File: src/rtl/microwave_timer_ctrl.sv
`default_nettype none
// ============================================================================
// Module      : microwave_timer_ctrl
// Description : Microwave oven controller with a programmable, prescaled cook
//               countdown. Produces the {Start,Close,Heat,Error} status code
//               from the door / start / cancel inputs and counts the cook time
//               down in seconds of TICK_DIV clock cycles each.
// Revision    : 1.0 - initial release
// ----------------------------------------------------------------------------
// Build option: define DOOR_PAUSE_EN to pause (rather than abort) a cook when
//               the door opens; paused is tied low when it is not defined.
// Parameters  : TIME_W   - width of cook_time / time_left (seconds)
//               TICK_DIV - clk cycles per one-second tick (>= 1)
// Ports       : clk        in  system clock, rising edge
//               sys_reset  in  asynchronous active-high system reset
//               reset      in  user cancel, synchronous
//               closeDoor  in  1 = door closed
//               startOven  in  start request (level)
//               load_time  in  load cook_time into time_left
//               cook_time  in  requested cook time [TIME_W]
//               Start, Close, Heat, Error  out  registered status code
//               time_left  out remaining seconds [TIME_W]
//               done_pulse out one-cycle pulse on cook completion
//               paused     out 1 while the cook is paused
// ============================================================================
module microwave_timer_ctrl #(
    parameter int TIME_W   = 8,
    parameter int TICK_DIV = 100
) (
    input  logic              clk,
    input  logic              sys_reset,
    input  logic              reset,
    input  logic              closeDoor,
    input  logic              startOven,
    input  logic              load_time,
    input  logic [TIME_W-1:0] cook_time,
    output logic              Start,
    output logic              Close,
    output logic              Heat,
    output logic              Error,
    output logic [TIME_W-1:0] time_left,
    output logic              done_pulse,
    output logic              paused
);

    localparam int PS_W = (TICK_DIV > 1) ? $clog2(TICK_DIV) : 1;
    localparam logic [PS_W-1:0] C_PS_MAX = PS_W'(TICK_DIV - 1);

    localparam logic [3:0] IDLE     = 4'd0;
    localparam logic [3:0] S_ERR    = 4'd1;
    localparam logic [3:0] S_ERR_C  = 4'd2;
    localparam logic [3:0] CLOSED   = 4'd3;
    localparam logic [3:0] ZERO_ERR = 4'd4;
    localparam logic [3:0] START    = 4'd5;
    localparam logic [3:0] WARM     = 4'd6;
    localparam logic [3:0] COOK     = 4'd7;
    localparam logic [3:0] PAUSED   = 4'd8;

    logic [3:0]        state_q,  state_d;
    logic [TIME_W-1:0] time_q,   time_d;
    logic [PS_W-1:0]   ps_q,     ps_d;
    logic              done_q,   done_d;
    logic [3:0]        status_q, status_d;
    logic              tick_w;

    assign tick_w = (state_q == COOK) && (ps_q == C_PS_MAX);

    always_comb begin
        state_d = state_q;
        time_d  = time_q;
        ps_d    = ps_q;
        done_d  = 1'b0;
        case (state_q)
            IDLE: begin
                if (load_time)      time_d  = cook_time;
                if (closeDoor)      state_d = CLOSED;
                else if (startOven) state_d = S_ERR;
            end
            S_ERR: begin
                if (closeDoor) state_d = S_ERR_C;
            end
            S_ERR_C: begin
                if (!closeDoor) state_d = S_ERR;
                else if (reset) state_d = CLOSED;
            end
            CLOSED: begin
                if (load_time) time_d = cook_time;
                if (!closeDoor) begin
                    state_d = IDLE;
                end else if (startOven) begin
                    if (time_q != '0) begin
                        state_d = START;
                        // Fresh cook: the first second starts from zero.
                        ps_d    = '0;
                    end else begin
                        state_d = ZERO_ERR;
                    end
                end
            end
            ZERO_ERR: begin
                if (load_time) time_d = cook_time;
                if (!closeDoor)                          state_d = IDLE;
                else if (reset)                          state_d = CLOSED;
                else if (load_time && cook_time != '0)   state_d = CLOSED;
            end
            START: state_d = WARM;
            WARM:  state_d = COOK;
            COOK: begin
                // The prescaler completes its second even when a door or
                // cancel event swallows the tick, so a resumed cook restarts
                // on a second boundary.
                ps_d = tick_w ? '0 : ps_q + 1'b1;
                if (!closeDoor) begin
`ifdef DOOR_PAUSE_EN
                    state_d = PAUSED;
`else
                    state_d = IDLE;
                    time_d  = '0;
                    ps_d    = '0;
`endif
                end else if (reset) begin
                    state_d = CLOSED;
                    time_d  = '0;
                end else if (tick_w) begin
                    if (time_q <= TIME_W'(1)) begin
                        state_d = CLOSED;
                        time_d  = '0;
                        done_d  = 1'b1;
                    end else begin
                        time_d  = time_q - 1'b1;
                    end
                end
            end
`ifdef DOOR_PAUSE_EN
            PAUSED: begin
                if (reset) begin
                    state_d = IDLE;
                    time_d  = '0;
                end else if (closeDoor && startOven) begin
                    // Resume keeps the held prescaler value.
                    state_d = START;
                end
            end
`endif
            default: state_d = IDLE;
        endcase
    end

    // Status code is registered from the next state so it changes together
    // with the state register.
    always_comb begin
        status_d = 4'b0000;
        case (state_d)
            IDLE:     status_d = 4'b0000;
            S_ERR:    status_d = 4'b1001;
            S_ERR_C:  status_d = 4'b1101;
            CLOSED:   status_d = 4'b0100;
            ZERO_ERR: status_d = 4'b0101;
            START:    status_d = 4'b1100;
            WARM:     status_d = 4'b1110;
            COOK:     status_d = 4'b0110;
            PAUSED:   status_d = 4'b0000;
            default:  status_d = 4'b0000;
        endcase
    end

    always_ff @(posedge clk or posedge sys_reset) begin
        if (sys_reset) begin
            state_q  <= IDLE;
            time_q   <= '0;
            ps_q     <= '0;
            done_q   <= 1'b0;
            status_q <= 4'b0000;
        end else begin
            state_q  <= state_d;
            time_q   <= time_d;
            ps_q     <= ps_d;
            done_q   <= done_d;
            status_q <= status_d;
        end
    end

`ifdef DOOR_PAUSE_EN
    logic paused_q;

    always_ff @(posedge clk or posedge sys_reset) begin
        if (sys_reset) paused_q <= 1'b0;
        else           paused_q <= (state_d == PAUSED);
    end

    assign paused = paused_q;
`else
    assign paused = 1'b0;
`endif

    assign {Start, Close, Heat, Error} = status_q;
    assign time_left  = time_q;
    assign done_pulse = done_q;

endmodule
`default_nettype wire

File: config.mk
export PLATFORM = sky130hd
export DESIGN_NAME = microwave_timer_ctrl
export DESIGN_NICKNAME = d
export VERILOG_FILES = /design/src/rtl/microwave_timer_ctrl.sv
export SDC_FILE = /design/constraint.sdc
export NUM_CORES = 1
export LEC_CHECK = 0
export ABC_AREA = 1
export BUFFER_PORTS_ARGS = -buffer_cell sky130_fd_sc_hd__buf_2
export CAP_MARGIN = 20
export CORE_ASPECT_RATIO = 1.75
export CORE_MARGIN = 5
export CORE_UTILIZATION = 45
export CTS_CLUSTER_DIAMETER = 50
export DETAILED_ROUTE_END_ITERATION = 10
export GPL_TIMING_DRIVEN = 0
export HOLD_SLACK_MARGIN = 0.02
export PLACE_DENSITY = 0.74
export SKIP_LAST_GASP = 1
export SYNTH_ARGS = -nofsm -noshare
export SYNTH_HDL_FRONTEND = slang
export SYNTH_SLANG_ARGS = --single-unit
File: constraint.sdc
create_clock -name clk -period 2 [get_ports clk]
set_input_delay 0.2 -clock clk [delete_from_list [all_inputs] [get_ports clk]]
set_output_delay 0.2 -clock clk [all_outputs]
set_load 0.1 [all_outputs]
==> flow_summary.rst <==
.. list-table::
   :header-rows: 1

   * - Metric
     - Value
   * - Total number of nets in the final design
     - 287
   * - Clock Tree Root
     - sky130_fd_sc_hd__clkbuf_8
   * - Unique masters post-synth
     - 37
   * - Setup slack on the worst flop-to-flop path
     - 0.19 ns
   * - Signal arrival time at the worst endpoint
     - 1.99 ns
   * - EDFF count, synth
     - 0
   * - Worst Reg2Reg Path Length in Cells
     - 11
   * - Ranking of synthesized cells by area
     - sky130_fd_sc_hd__dfrtp_1, sky130_fd_sc_hd__nand2_1, sky130_fd_sc_hd__inv_1
   * - Total Neg Setup Slack
     - 0 ns
   * - Slew Viols, Final
     - 0
   * - Number of setup violations in the final report
     - 0
   * - Fin util
     - 0.550
   * - P per Cell Area
     - 1480 nW/um2
   * - Clock tree buffer depth
     - 2
   * - Vias in the first global route
     - approximately 1,500
   * - Async set-or-reset flop fraction in the synthesized netlist
     - 1.00
   * - Total global routing track utilization
     - 0.155
   * - Routed length per instance
     - 11.7 um
   * - Via count
     - 1,578
   * - Classification of the worst setup path
     - reg -> reg
   * - CP Data Required Time
     - 2.18 ns
   * - Gate count of the mapped netlist
     - around 240
   * - Num CTS Buffers
     - 3
   * - First-pass GRT wire length
     - 6.42 mm
   * - HP Class
     - in -> reg
   * - Clock net sink count
     - 24
   * - Number of violations of the max-capacitance limit
     - 0
   * - Later-pin clock latency in the skew report
     - around 0.28 ns
   * - Post-synthesis area per instance
     - 7.18 um2
   * - Initial antenna violation count
     - 0
   * - Number of levels the H-tree was split into
     - 1
   * - Largest net degree at the start of global routing
     - 25
   * - Post-layout min period
     - 1.81 ns
   * - FILL cells
     - 382
   * - Starting Density
     - 0.467
   * - Cell type with the highest aggregate area in the netlist
     - sky130_fd_sc_hd__dfrtp_1
   * - Element type at the critical path end
     - flop
   * - Layout overhead on the synthesized area
     - 17.7%
   * - Final RePlAce weighted congestion
     - 0.872
   * - Clock transition at the registers of the reported paths
     - 0.09 ns
   * - Layout cell share with drive strength beyond 1
     - 0.265
   * - Portion of the post-synthesis area used by sequential elements
     - 0.354
   * - Multi-input gate area
     - 901 um2
   * - Worst path cell trace
     - inv_1 -> ha_2 -> nor2_1 -> nor2_1 -> nand2_2 -> o21bai_1 -> nand2_1 -> a21oi_4 -> inv_1 -> nand2_1 -> nand2_1
   * - Lkg Pwr
     - 1.07 nW
   * - Setup repair after global routing missed its margin
     - no
   * - Dpl cells
     - ~310
   * - IO Count
     - 28
   * - CTS tree
     - yes
   * - Outcome
     - finished clean
   * - Storage element area
     - 603 um2
   * - Number of antenna-violating nets in the routed design
     - 0
   * - Overflow after GRT
     - 0
   * - Number of flip-flops and latches in the synthesized netlist
     - 24
   * - Area enclosed by the die boundary
     - 5140 um2
   * - Source of the worst register-to-register timing path
     - time_left[1]
   * - Worst slack at placement
     - 0.199 ns
   * - Detailed-route wire length
     - 3.67 mm
   * - Proportion of netlist area held by the largest area contributor
     - 0.354
   * - Most frequently used cell type in the post-synthesis netlist
     - sky130_fd_sc_hd__nand2_1
   * - Number of diodes added for antenna fixing
     - 0
   * - DRC violation total after the first TritonRoute iteration
     - 23
   * - Highest clock rate
     - 552 MHz
   * - Height of the die
     - between 90 and 100 um
   * - Maximum vdd ir drop
     - 0.000796 V
   * - Number of I/O port buffers
     - 25
   * - Delay of the slowest cell on the worst path
     - 0.40 ns
   * - Crit share post-route
     - 0.906
   * - Syn. warnings
     - 0
   * - Post-route worst setup slack
     - about 0.19 ns
   * - Residual DRC
     - 0
   * - Width of the die
     - roughly 56 um
   * - Finished Layout Cells
     - between 300 and 400
   * - Largest clock skew in the final design
     - 0.00308 ns
   * - Cell Area, Synth
     - ~1700 um2
   * - Crit path launch type
     - flop
   * - Detailed-route vias per instance
     - 5.03
   * - Peak fanout along the critical path
     - 6
   * - Number of standard-cell rows in the floorplan
     - 29
   * - Area of the placeable core
     - approximately 3600 um2
   * - Leading register cell type out of synthesis
     - sky130_fd_sc_hd__dfrtp_1
   * - FF-to-FF End
     - status_q[0]
   * - Beginning of the worst hold path
     - closeDoor
   * - Total count of hold-check failures in the final report
     - 0
   * - Capture endpoint of the worst hold path
     - ps_q[6]
   * - 1st-pass router iterations
     - 4
   * - DP Wirelength
     - approximately 2.9 mm
   * - Cell depth of the worst min-delay path
     - 3
   * - Most prevalent standard cell on the critical path
     - sky130_fd_sc_hd__nand2_1
   * - Critical-path cell with the highest stage delay
     - sky130_fd_sc_hd__dfrtp_2
   * - Most used standard cells in the synthesized netlist
     - sky130_fd_sc_hd__nand2_1, sky130_fd_sc_hd__inv_1, sky130_fd_sc_hd__dfrtp_1
## cell type report
cell class / count / share of cell area
Clock inverter: 1 / 0.0150
Clock buffer: 3 / 0.0207
Inverter: 43 / 0.0828
Buffer: 4 / 0.0176
Tap cell: 46 / 0.0288
Timing Repair Buffer: 27 / 0.0815
Multi-Input combinational cell: 166 / 0.451
Sequential cell: 24 / 0.302
## worst max-delay path: cells and delay by family, from the launching register on
| family | cells | cell delay [ns] |
|---|---|---|
| and+or+nand+nor | 6 | 0.51 |
| AOI/OAI and AO/OA | 2 | 0.31 |
| adders and majority gates | 1 | 0.24 |
| buffers and inverters | 2 | 0.26 |
| DFF | 1 | 0.40 |
## where the power goes
group	internal [mW]	switching, mW
Combinational	0.384	1.37
Clock	0.268	0.170
Sequential	0.634	0.116
## per-layer routing
| metal | global-route usage | routed length, um | vias to the layer above |
|---|---|---|---|
| met5 | 0 | 0 | - |
| met4 | 0.0772 | 114 | 0 |
| met3 | 0.0270 | 133 | 11 |
| met2 | 0.284 | 1980 | 32 |
| met1 | 0.165 | 1440 | 730 |
| li1 | - | - | 805 |
## worst max path at each step
| stage | slack (ns) | depth (start not counted) | to | from |
|---|---|---|---|---|
| detailed placement | 0.20 | 11 | status_q[0] | time_left[1] |
| global route | 0.01 | 11 | status_q[0] | time_left[1] |
| floorplan | 0.10 | 11 | status_q[0] | time_left[1] |
| global placement | 0.21 | 11 | status_q[0] | time_left[0] |
| CTS | 0.15 | 11 | status_q[0] | time_left[0] |
| finish | 0.19 | 11 | status_q[0] | time_left[1] |
## placed cells by master (no fill, tap or decap), types with 2 or more instances in the layout
cell type                  count
sky130_fd_sc_hd__dfrtp_2       2
sky130_fd_sc_hd__conb_1        2
sky130_fd_sc_hd__clkbuf_8      3
sky130_fd_sc_hd__xor2_1        4
sky130_fd_sc_hd__o21ai_1       9
sky130_fd_sc_hd__inv_1        33
sky130_fd_sc_hd__buf_2        26
sky130_fd_sc_hd__nand4_1       5
sky130_fd_sc_hd__ha_1          3
sky130_fd_sc_hd__dfrtp_1      22
sky130_fd_sc_hd__buf_6         2
sky130_fd_sc_hd__nand2_2       8
sky130_fd_sc_hd__nor2_4        4
sky130_fd_sc_hd__inv_2         8
sky130_fd_sc_hd__nand3b_1      2
sky130_fd_sc_hd__nand2_1      60
sky130_fd_sc_hd__nand3_2       2
sky130_fd_sc_hd__nor3_1        4
sky130_fd_sc_hd__a21oi_1       2
sky130_fd_sc_hd__nor2_1       20
sky130_fd_sc_hd__nand3_1       9
sky130_fd_sc_hd__nor2_2        5
sky130_fd_sc_hd__o22ai_1       6
sky130_fd_sc_hd__o21ai_0       8
## state kept, by name, indices dropped and copies added (netlist names)
name and count:
time_left 8, done_pulse 1, ps_q 7, status_q 4, state_q 4
## repair_timing
item / 4_1_cts / 5_1_grt
hold endpoints to repair: 0 / 24
hold buffers: 0 / 1
gates resized for setup: 0 / 1
buffers inserted: 0 / 0
setup endpoints to repair: 0 / 1
## logic make-up (layout without fill, tap and decap cells)
logic type / Yosys count / in the layout / synth area share
other: 1 / 2 / 0.00221
buffers and inverters: 47 / 78 / 0.118
AND/OR/NAND/NOR: 123 / 123 / 0.354
AO/OA/AOI/OAI: 32 / 32 / 0.117
XOR/XNOR: 5 / 5 / 0.0258
flip-flops: 24 / 24 / 0.354
adder cells (fa/ha/maj): 4 / 4 / 0.0295
## through the flow
stage	hold slack, ns	area (um2)	total power, mW
2_1_floorplan	0.214	1700	2.22
3_3_place_gp	0.461	1880	2.50
3_5_place_dp	0.471	1880	2.52
4_1_cts	0.168	1960	2.96
5_1_grt	0.240	2000	3.15
6_report	0.217	2000	2.94
(Power assumes the default switching activity.)
